[config.mk]
export PLATFORM = sky130hd
export DESIGN_NAME = mapper_registers
export DESIGN_NICKNAME = d
export VERILOG_FILES = /design/src/rtl/mapper_registers.sv
export SDC_FILE = /design/constraint.sdc
export NUM_CORES = 1
export LEC_CHECK = 0
export CAP_MARGIN = 20
export CORE_MARGIN = 4
export CORE_UTILIZATION = 50
export CTS_CLUSTER_SIZE = 20
export DETAILED_ROUTE_END_ITERATION = 10
export PLACE_DENSITY = 0.84
export SYNTH_ARGS = -nofsm -noshare
export SYNTH_HDL_FRONTEND = slang
export SYNTH_SLANG_ARGS = --single-unit
[constraint.sdc]
create_clock -name clk -period 4.44 [get_ports clk]
set_clock_uncertainty 0.05 [all_clocks]
set_input_delay 0.444 -clock clk [delete_from_list [all_inputs] [get_ports clk]]
set_output_delay 0.444 -clock clk [all_outputs]
set_load 0.01 [all_outputs]
[src/rtl/mapper_registers.sv]
// Write side and 16x16 register file of the card's memory mapper, plus the bank map lookup.
// Define MAPPER_READBACK_EN to let the host read the registers back over the 8-bit data lanes.
module mapper_registers #(
    parameter logic [15:0] REG_BASE = 16'h4000
) (
    input  logic        clk,
    input  logic        reset,
    input  logic        i_cycle_begin,
    input  logic [15:0] i_address,
    input  logic        memen,
    input  logic        dbin,
    input  logic        we,
    input  logic        a15,
    input  logic [7:0]  i_data_bus,
    output logic [7:0]  o_data_bus,
    output logic        o_data_oe,
    input  logic        i_regs_en,
    input  logic        i_map_en,
    input  logic [3:0]  bank_sel,
    output logic [6:0]  bank_address,
    output logic        bank_mapped,
    output logic        bank_readonly
);

    typedef enum logic [1:0] {
        IDLE,
        READ,
        WR_LO,
        WR_HI
    } state_t;

    state_t state, state_next;

    // Each entry keeps only the stored bits: {mapped, readonly, page[6:0]}.
    logic [8:0]  regs [16];
    logic [3:0]  idx;
    logic [7:0]  lo;

    logic        memen_meta, memen_sync;
    logic        we_meta, we_sync, we_prev;
    logic        we_fall;
    logic        hit;
    logic        commit;
    logic        stage_lo;
    logic        latch_idx;
    logic [15:0] commit_word;
    logic [15:0] cur_word;
    logic        unused_addr_bit;

    assign unused_addr_bit = i_address[0];

    always_ff @(posedge clk or posedge reset) begin
        if (reset) begin
            memen_meta <= 1'b1;
            memen_sync <= 1'b1;
            we_meta    <= 1'b1;
            we_sync    <= 1'b1;
            we_prev    <= 1'b1;
        end else begin
            memen_meta <= memen;
            memen_sync <= memen_meta;
            we_meta    <= we;
            we_sync    <= we_meta;
            we_prev    <= we_sync;
        end
    end

    assign we_fall  = ~we_sync & we_prev;
    assign hit      = i_cycle_begin & ~memen & i_regs_en
                      & (i_address[15:5] == REG_BASE[15:5]);
    assign cur_word = {regs[idx][8:7], 7'b0000000, regs[idx][6:0]};

    always_ff @(posedge clk or posedge reset) begin
        if (reset) begin
            state <= IDLE;
        end else begin
            state <= state_next;
        end
    end

    // A rising synchronized memen always wins over a same-cycle byte strobe.
    always_comb begin
        state_next  = state;
        commit      = 1'b0;
        commit_word = 16'h0000;
        stage_lo    = 1'b0;
        latch_idx   = 1'b0;
        case (state)
            IDLE: begin
                if (hit) begin
                    latch_idx = 1'b1;
                    if (dbin) begin
`ifdef MAPPER_READBACK_EN
                        state_next = READ;
`else
                        state_next = IDLE;
`endif
                    end else begin
                        state_next = WR_LO;
                    end
                end
            end
            READ: begin
                if (memen_sync) begin
                    state_next = IDLE;
                end
            end
            WR_LO: begin
                if (memen_sync) begin
                    state_next = IDLE;
                end else if (we_fall) begin
                    if (a15) begin
                        stage_lo   = 1'b1;
                        state_next = WR_HI;
                    end else begin
                        commit      = 1'b1;
                        commit_word = {i_data_bus, cur_word[7:0]};
                        state_next  = IDLE;
                    end
                end
            end
            WR_HI: begin
                if (memen_sync) begin
                    state_next = IDLE;
                end else if (we_fall && !a15) begin
                    commit      = 1'b1;
                    commit_word = {i_data_bus, lo};
                    state_next  = IDLE;
                end
            end
            default: state_next = IDLE;
        endcase
    end

    always_ff @(posedge clk or posedge reset) begin
        if (reset) begin
            idx <= 4'd0;
            lo  <= 8'h00;
        end else begin
            if (latch_idx) begin
                idx <= i_address[4:1];
            end
            if (stage_lo) begin
                lo <= i_data_bus;
            end
        end
    end

    always_ff @(posedge clk or posedge reset) begin
        if (reset) begin
            for (int n = 0; n < 16; n++) begin
                regs[n] <= 9'd0;
            end
        end else if (commit) begin
            regs[idx] <= {commit_word[15:14], commit_word[6:0]};
        end
    end

`ifdef MAPPER_READBACK_EN
    // Read data follows raw a15 so the host sees the byte it selects with no clock delay.
    always_comb begin
        o_data_bus = 8'h00;
        o_data_oe  = 1'b0;
        if (state == READ) begin
            o_data_bus = a15 ? cur_word[7:0] : cur_word[15:8];
            o_data_oe  = dbin & ~memen;
        end
    end
`else
    assign o_data_bus = 8'h00;
    assign o_data_oe  = 1'b0;
`endif

    // Transparent mode maps the 32K expansion banks 2, 3 and A-F one-to-one.
    always_comb begin
        bank_mapped   = 1'b0;
        bank_readonly = 1'b0;
        bank_address  = 7'd0;
        if (i_map_en) begin
            bank_mapped   = regs[bank_sel][8];
            bank_readonly = regs[bank_sel][7];
            bank_address  = regs[bank_sel][6:0];
        end else begin
            bank_address = {3'b000, bank_sel};
            bank_mapped  = (bank_sel == 4'd2) || (bank_sel == 4'd3) || (bank_sel >= 4'hA);
        end
    end

endmodule
== Word-level counts from Yosys, hierarchy flattened ==
Index checks and enable logic that the tools add are counted.

* Flip-flop bits (word level): 163
* Input port bits: 37
* Output and inout bits: 18
* Word-level logic and storage cells: 92

* Magnitude comparators: 4
* Eq/ne operators: 10
* Mux-type cells: 39
* Bitwise operators: 8
* Reductions and logical operators: 7

{| class="wikitable"
|+ Operator list
! kind !! count
|-
| $bwmux W144 || 1
|-
| $mux W16 || 5
|-
| $bmux W9 S4 || 2
|-
| $demux W9 S4 || 1
|-
| $pmux W16 S2 || 1
|-
| $mux W9 || 3
|-
| $mux W7 || 3
|-
| $mux W2 || 8
|-
| $mux W1 || 13
|-
| $eq A11 B10 Y1 const B || 1
|-
| $ge A5 B5 Y1 const B || 2
|-
| $not A4 Y5 || 2
|-
| $eq A4 B2 Y1 const B || 2
|-
| $pmux W2 S4 || 1
|-
| $ne A3 B3 Y1 const B || 2
|-
| $lt A5 B1 Y1 const B || 1
|-
| $and A1 B1 Y1 || 4
|-
| $eq A2 B2 Y1 const B || 2
|-
| $ge A4 B4 Y1 const B || 1
|-
| $ne A2 B2 Y1 const B || 2
|-
| $reduce_and A4 Y1 || 1
|-
| $eq A2 B1 Y1 const B || 1
|-
| $logic_and A1 B1 Y1 || 2
|-
| $logic_not A2 Y1 || 1
|-
| other kinds (4) || 6
|}

== Depth between registers and ports, before layout ==
* Depth in word-level cells: 9
* Mapped depth: 8
* Mapped depth without buffers: 5

== Worst setup path after synthesis ==
Ideal clock, no wire load.

* Path type: input -> output
* Start: input bank_sel[0]
* End: output bank_address[0]
* Arrival: 2.022 ns
* Data required time: 3.946 ns
* Setup slack: 1.924 ns
* Stages: 6
* Buffers on the path: 2
* Cells stage by stage: buf_2 > buf_2 > mux4_2 > mux2_2 > nand3_1 > o221ai_1

* Cells in the longest elaborated chain, start to end: 5

{| class="wikitable"
|+ Ends and longest elaborated chain
! what !! RTL line !! source
|-
| start: declaration || 19 || <nowiki>input logic [3:0] bank_sel,</nowiki>
|-
| $not A4 Y5 (implied by the code) || 182 || <nowiki>bank_address = regs[bank_sel][6:0];</nowiki>
|-
| $bmux W9 S4 || 182 ||
|-
| $mux W9 (implied by the code) (2 in a row) || 182 ||
|-
| $mux W7 * || 179 || <nowiki>if (i_map_en) begin</nowiki>
|-
| end: declaration || 20 || <nowiki>output logic [6:0] bank_address,</nowiki>
|}

Every way passes the cells marked *; elsewhere a longest branch is shown, timed or not. The select of a mux whose other input is x is not followed.

== Worst setup path after layout ==
* Start: input bank_sel[2]
* End: output bank_mapped

* Cells in the longest elaborated chain, start to end: 5
* Elaborated cells between the ends (all ways): 10
* Classes of those cells: order compare (1); eq/ne (2); mux (4); bitwise (1); reduce/logical (2)

{| class="wikitable"
|+ Ends and longest elaborated chain
! what !! RTL line !! source
|-
| $not A4 Y5 (implied by the code) || 180 || <nowiki>bank_mapped = regs[bank_sel][8];</nowiki>
|-
| $bmux W9 S4 || 180 ||
|-
| $mux W9 (2 in a row) || -- ||
|-
| $mux W1 * || 179 ||
|-
| end: declaration || 21 || <nowiki>output logic bank_mapped,</nowiki>
|}

Marked as above.

==> metrics.txt <==
Multi-input gate area 3960 sq um; Std-Cell Rows 47; Crit path largest cell delay 1.04 ns; Vias/cell 6.17; CP Capture Type primary output; Via Count 6192; CTS Buf Count 17; largest net degree at the start of global routing 85; VDD IR max 279 uV; Fmax achieved 305 MHz; DRC viols 0; clock sinks 162; Routed WL 20.6 mm; wire per inst 20.5 microns; Clock Latency Late Sink 0.44 ns; synthesis-stage register bit count 162; remaining global-route overflow 0; Post-Syn Area 8360 sq um; Startpoint Class input pin; Sequential Area 4060 sq um; CP Launch Point bank_sel[2]; Critical R2R Launch idx[1]$_DFFE_PP0P_; Setup-failing EPs final 0; slowest CP cell clkdlybuf4s50_1; Die Ht 137 microns; root buf cell clkbuf_16; Min-Delay Path Class reg -> reg; kind of critical path in -> out; number of antenna violations at the first check in global routing 0; Place WS 1.15 ns; Clock Tree Buf Depth 2; Clk pin slew, worst setup/hold paths 0.06 ns; most common cell after layout, fill and taps aside dfrtp_1; Iter 0 DRT Violations 735; Final period util 0.738; crit path max fanout 19; final hold vios 0; post-synthesis sequential area ratio 0.486; CP delay by family, top buffers and inverters; GRT Util Overall 0.228; Slew @ Worst Pin 1.32 ns; Avg Inst Size Synth 11.3 sq um; Static Leak 4.17 nW; most used cell, CP clkdlybuf4s50_1; IO Port Bufs 44; vias in the first global route 6117; Die Span X 137 microns; dpl hpwl 13.9 mm; Core ar. 16500 sq um; RSZ-0062 raised after global routing false; ant diodes 0; worst-path cell chain clkdlybuf4s50_1, mux2i_1, nor3b_1, a21oi_1, o21ai_0, clkdlybuf4s50_1; Critical Path AT 2.78 ns; I/O pin cnt 55; most frequent cells in the layout 156 x dfrtp_1, 85 x nor2_1, 64 x nand2_1; Mapped Cells 741; Pwr Density 315 nW/um^2; Max-Cap Viols 0; worst hold path startpoint we_meta$_DFF_PP1_; TritonRoute pass-1 iters 7; initial core utilization 0.508; post_cts resized 0; Yosys cell types 47; final antenna-violating net count 0; synthesis-to-layout area growth 14.3%; Req. time, crit path 3.95 ns; crit path time final 3.28 ns; Filler cells 1313; GP Congestion 0.818; ys async rst share 1.00; synth warn 0; H-tree depth 4; CTS tree done; global-route wire length before repair 32.7 mm; critical path buffer and inverter count 2; Post-synth EDFFs 0; status finished clean; Post-CTS Hold Fix Bufs 0; final worst slack 1.16 ns; nets 809; top_reg_cell synth dfrtp_1; max_slew headroom 0.119; TNS Setup 0 ns; Die Area 18800 sq um; max-slew violations 0; share of layout cells above drive strength 1 0.235; # Post-CTS Setup Buffers 0
==> metrics by stage <==
step / total power [mW] / area [sq um] / hold WS (ns) / utilization / std cells
global placement: 1.66 / 9000 / 0.296 / 0.547 / 973
CTS: 3.02 / 9550 / 0.308 / 0.580 / 1004
global route: 3.09 / 9550 / 0.310 / 0.580 / 1004
detailed placement: 1.66 / 9000 / 0.297 / 0.547 / 973
floorplan: 1.59 / 8390 / 0.295 / - / 749
finish: 3.00 / 9550 / 0.308 / 0.580 / 1004
==> worst reg2reg max path, delay by kind of cell, from the launching register on <==
| family | cells | cell delay, ns |
|---|---|---|
| buffers and inverters | 2 | 0.85 |
| flip-flops | 1 | 0.56 |
| AO/OA/AOI/OAI | 2 | 0.79 |
| multiplexers | 1 | 0.44 |
==> kinds of logic after synthesis <==
logic type      synth area share
other cells             0.000449
compound gates             0.127
buf+inv                   0.0464
simple gates               0.102
flops                      0.486
mux                        0.238
==> routing by layer <==
layer	routed length (microns)	up-vias	part of all wire	global-route usage
li1	-	2778	-	-
met1	8510	3107	0.41	0.304
met2	9990	252	0.48	0.358
met3	1590	55	0.077	0.0559
met4	514	0	0.025	0.100
met5	0	-	0	0
==> cell type report <==
cell class | instances | area share
inverter | 5 | 0.00236
tap | 220 | 0.0288
timing repair buffer | 73 | 0.0723
clock buffer | 20 | 0.0478
sequential | 162 | 0.425
clock inverter | 11 | 0.00930
multi-input combinational | 513 | 0.414
==> Yosys cell counts, types with 2 or more instances <==
| cell type | number | area, sq um |
|---|---|---|
| o2111ai_1 | 5 | 43.8 |
| buf_4 | 12 | 90.1 |
| nand3_1 | 2 | 10.0 |
| mux4_2 | 36 | 811 |
| buf_2 | 19 | 95.1 |
| nor4b_1 | 3 | 26.3 |
| clkbuf_1 | 29 | 109 |
| mux2_4 | 2 | 30.0 |
| a31oi_1 | 50 | 313 |
| and2_1 | 3 | 18.8 |
| and3_1 | 2 | 12.5 |
| o21ai_0 | 30 | 150 |
| nor2_1 | 85 | 319 |
| nor3_2 | 3 | 30.0 |
| buf_6 | 5 | 56.3 |
| inv_1 | 4 | 15.0 |
| clkbuf_2 | 3 | 15.0 |
| o21ai_2 | 7 | 61.3 |
| nand2_1 | 64 | 240 |
| o22ai_1 | 8 | 50.1 |
| dfrtp_1 | 157 | 3930 |
| mux2i_1 | 44 | 440 |
| nor2b_1 | 4 | 25.0 |
| nor4_1 | 3 | 18.8 |
| a221oi_1 | 6 | 52.6 |
| nor3b_1 | 2 | 15.0 |
| o211a_1 | 4 | 40.0 |
| mux2_2 | 63 | 709 |
| nand2b_1 | 5 | 31.3 |
| o221ai_1 | 2 | 17.5 |
| nor3_1 | 4 | 20.0 |
| or3_1 | 4 | 25.0 |
| nand3b_1 | 2 | 15.0 |
| nand4_1 | 4 | 25.0 |
| a21oi_1 | 35 | 175 |
| a211oi_1 | 4 | 30.0 |
| dfstp_2 | 5 | 131 |
| a22oi_1 | 12 | 90.1 |
==> power by group <==
part / internal [mW] / leakage (nW) / switching (mW)
combinational: 0.0636 / 1.65 / 0.0817
clock: 0.789 / 0.271 / 0.585
sequential: 1.48 / 2.24 / 0.00274
total: 2.33 / 4.17 / 0.669
==> sequential cells by signal, summed over array words and instances, names as in the netlist <==
name and cells:
lo 7, we_sync 1, memen_meta 1, we_prev 1, we_meta 1, regs 144, memen_sync 1, idx 4
state 2
==> final timing paths <==
kind | endpoint | slack, ns | depth (start not counted)
worst max-delay path | bank_mapped | 1.16 | 6
worst min-delay path | we_sync$_DFF_PP1_ | 0.31 | 0
worst max register to register | regs[86]$_DFFE_PP0P_ | 1.54 | 5
worst min register to register | we_sync$_DFF_PP1_ | 0.31 | 0
max in group asynchronous | regs[35]$_DFFE_PP0P_ | 2.86 | 3
min in group asynchronous | lo[2]$_DFFE_PP0P_ | 0.49 | 2
Note: power is estimated with default switching activity, not from simulation.
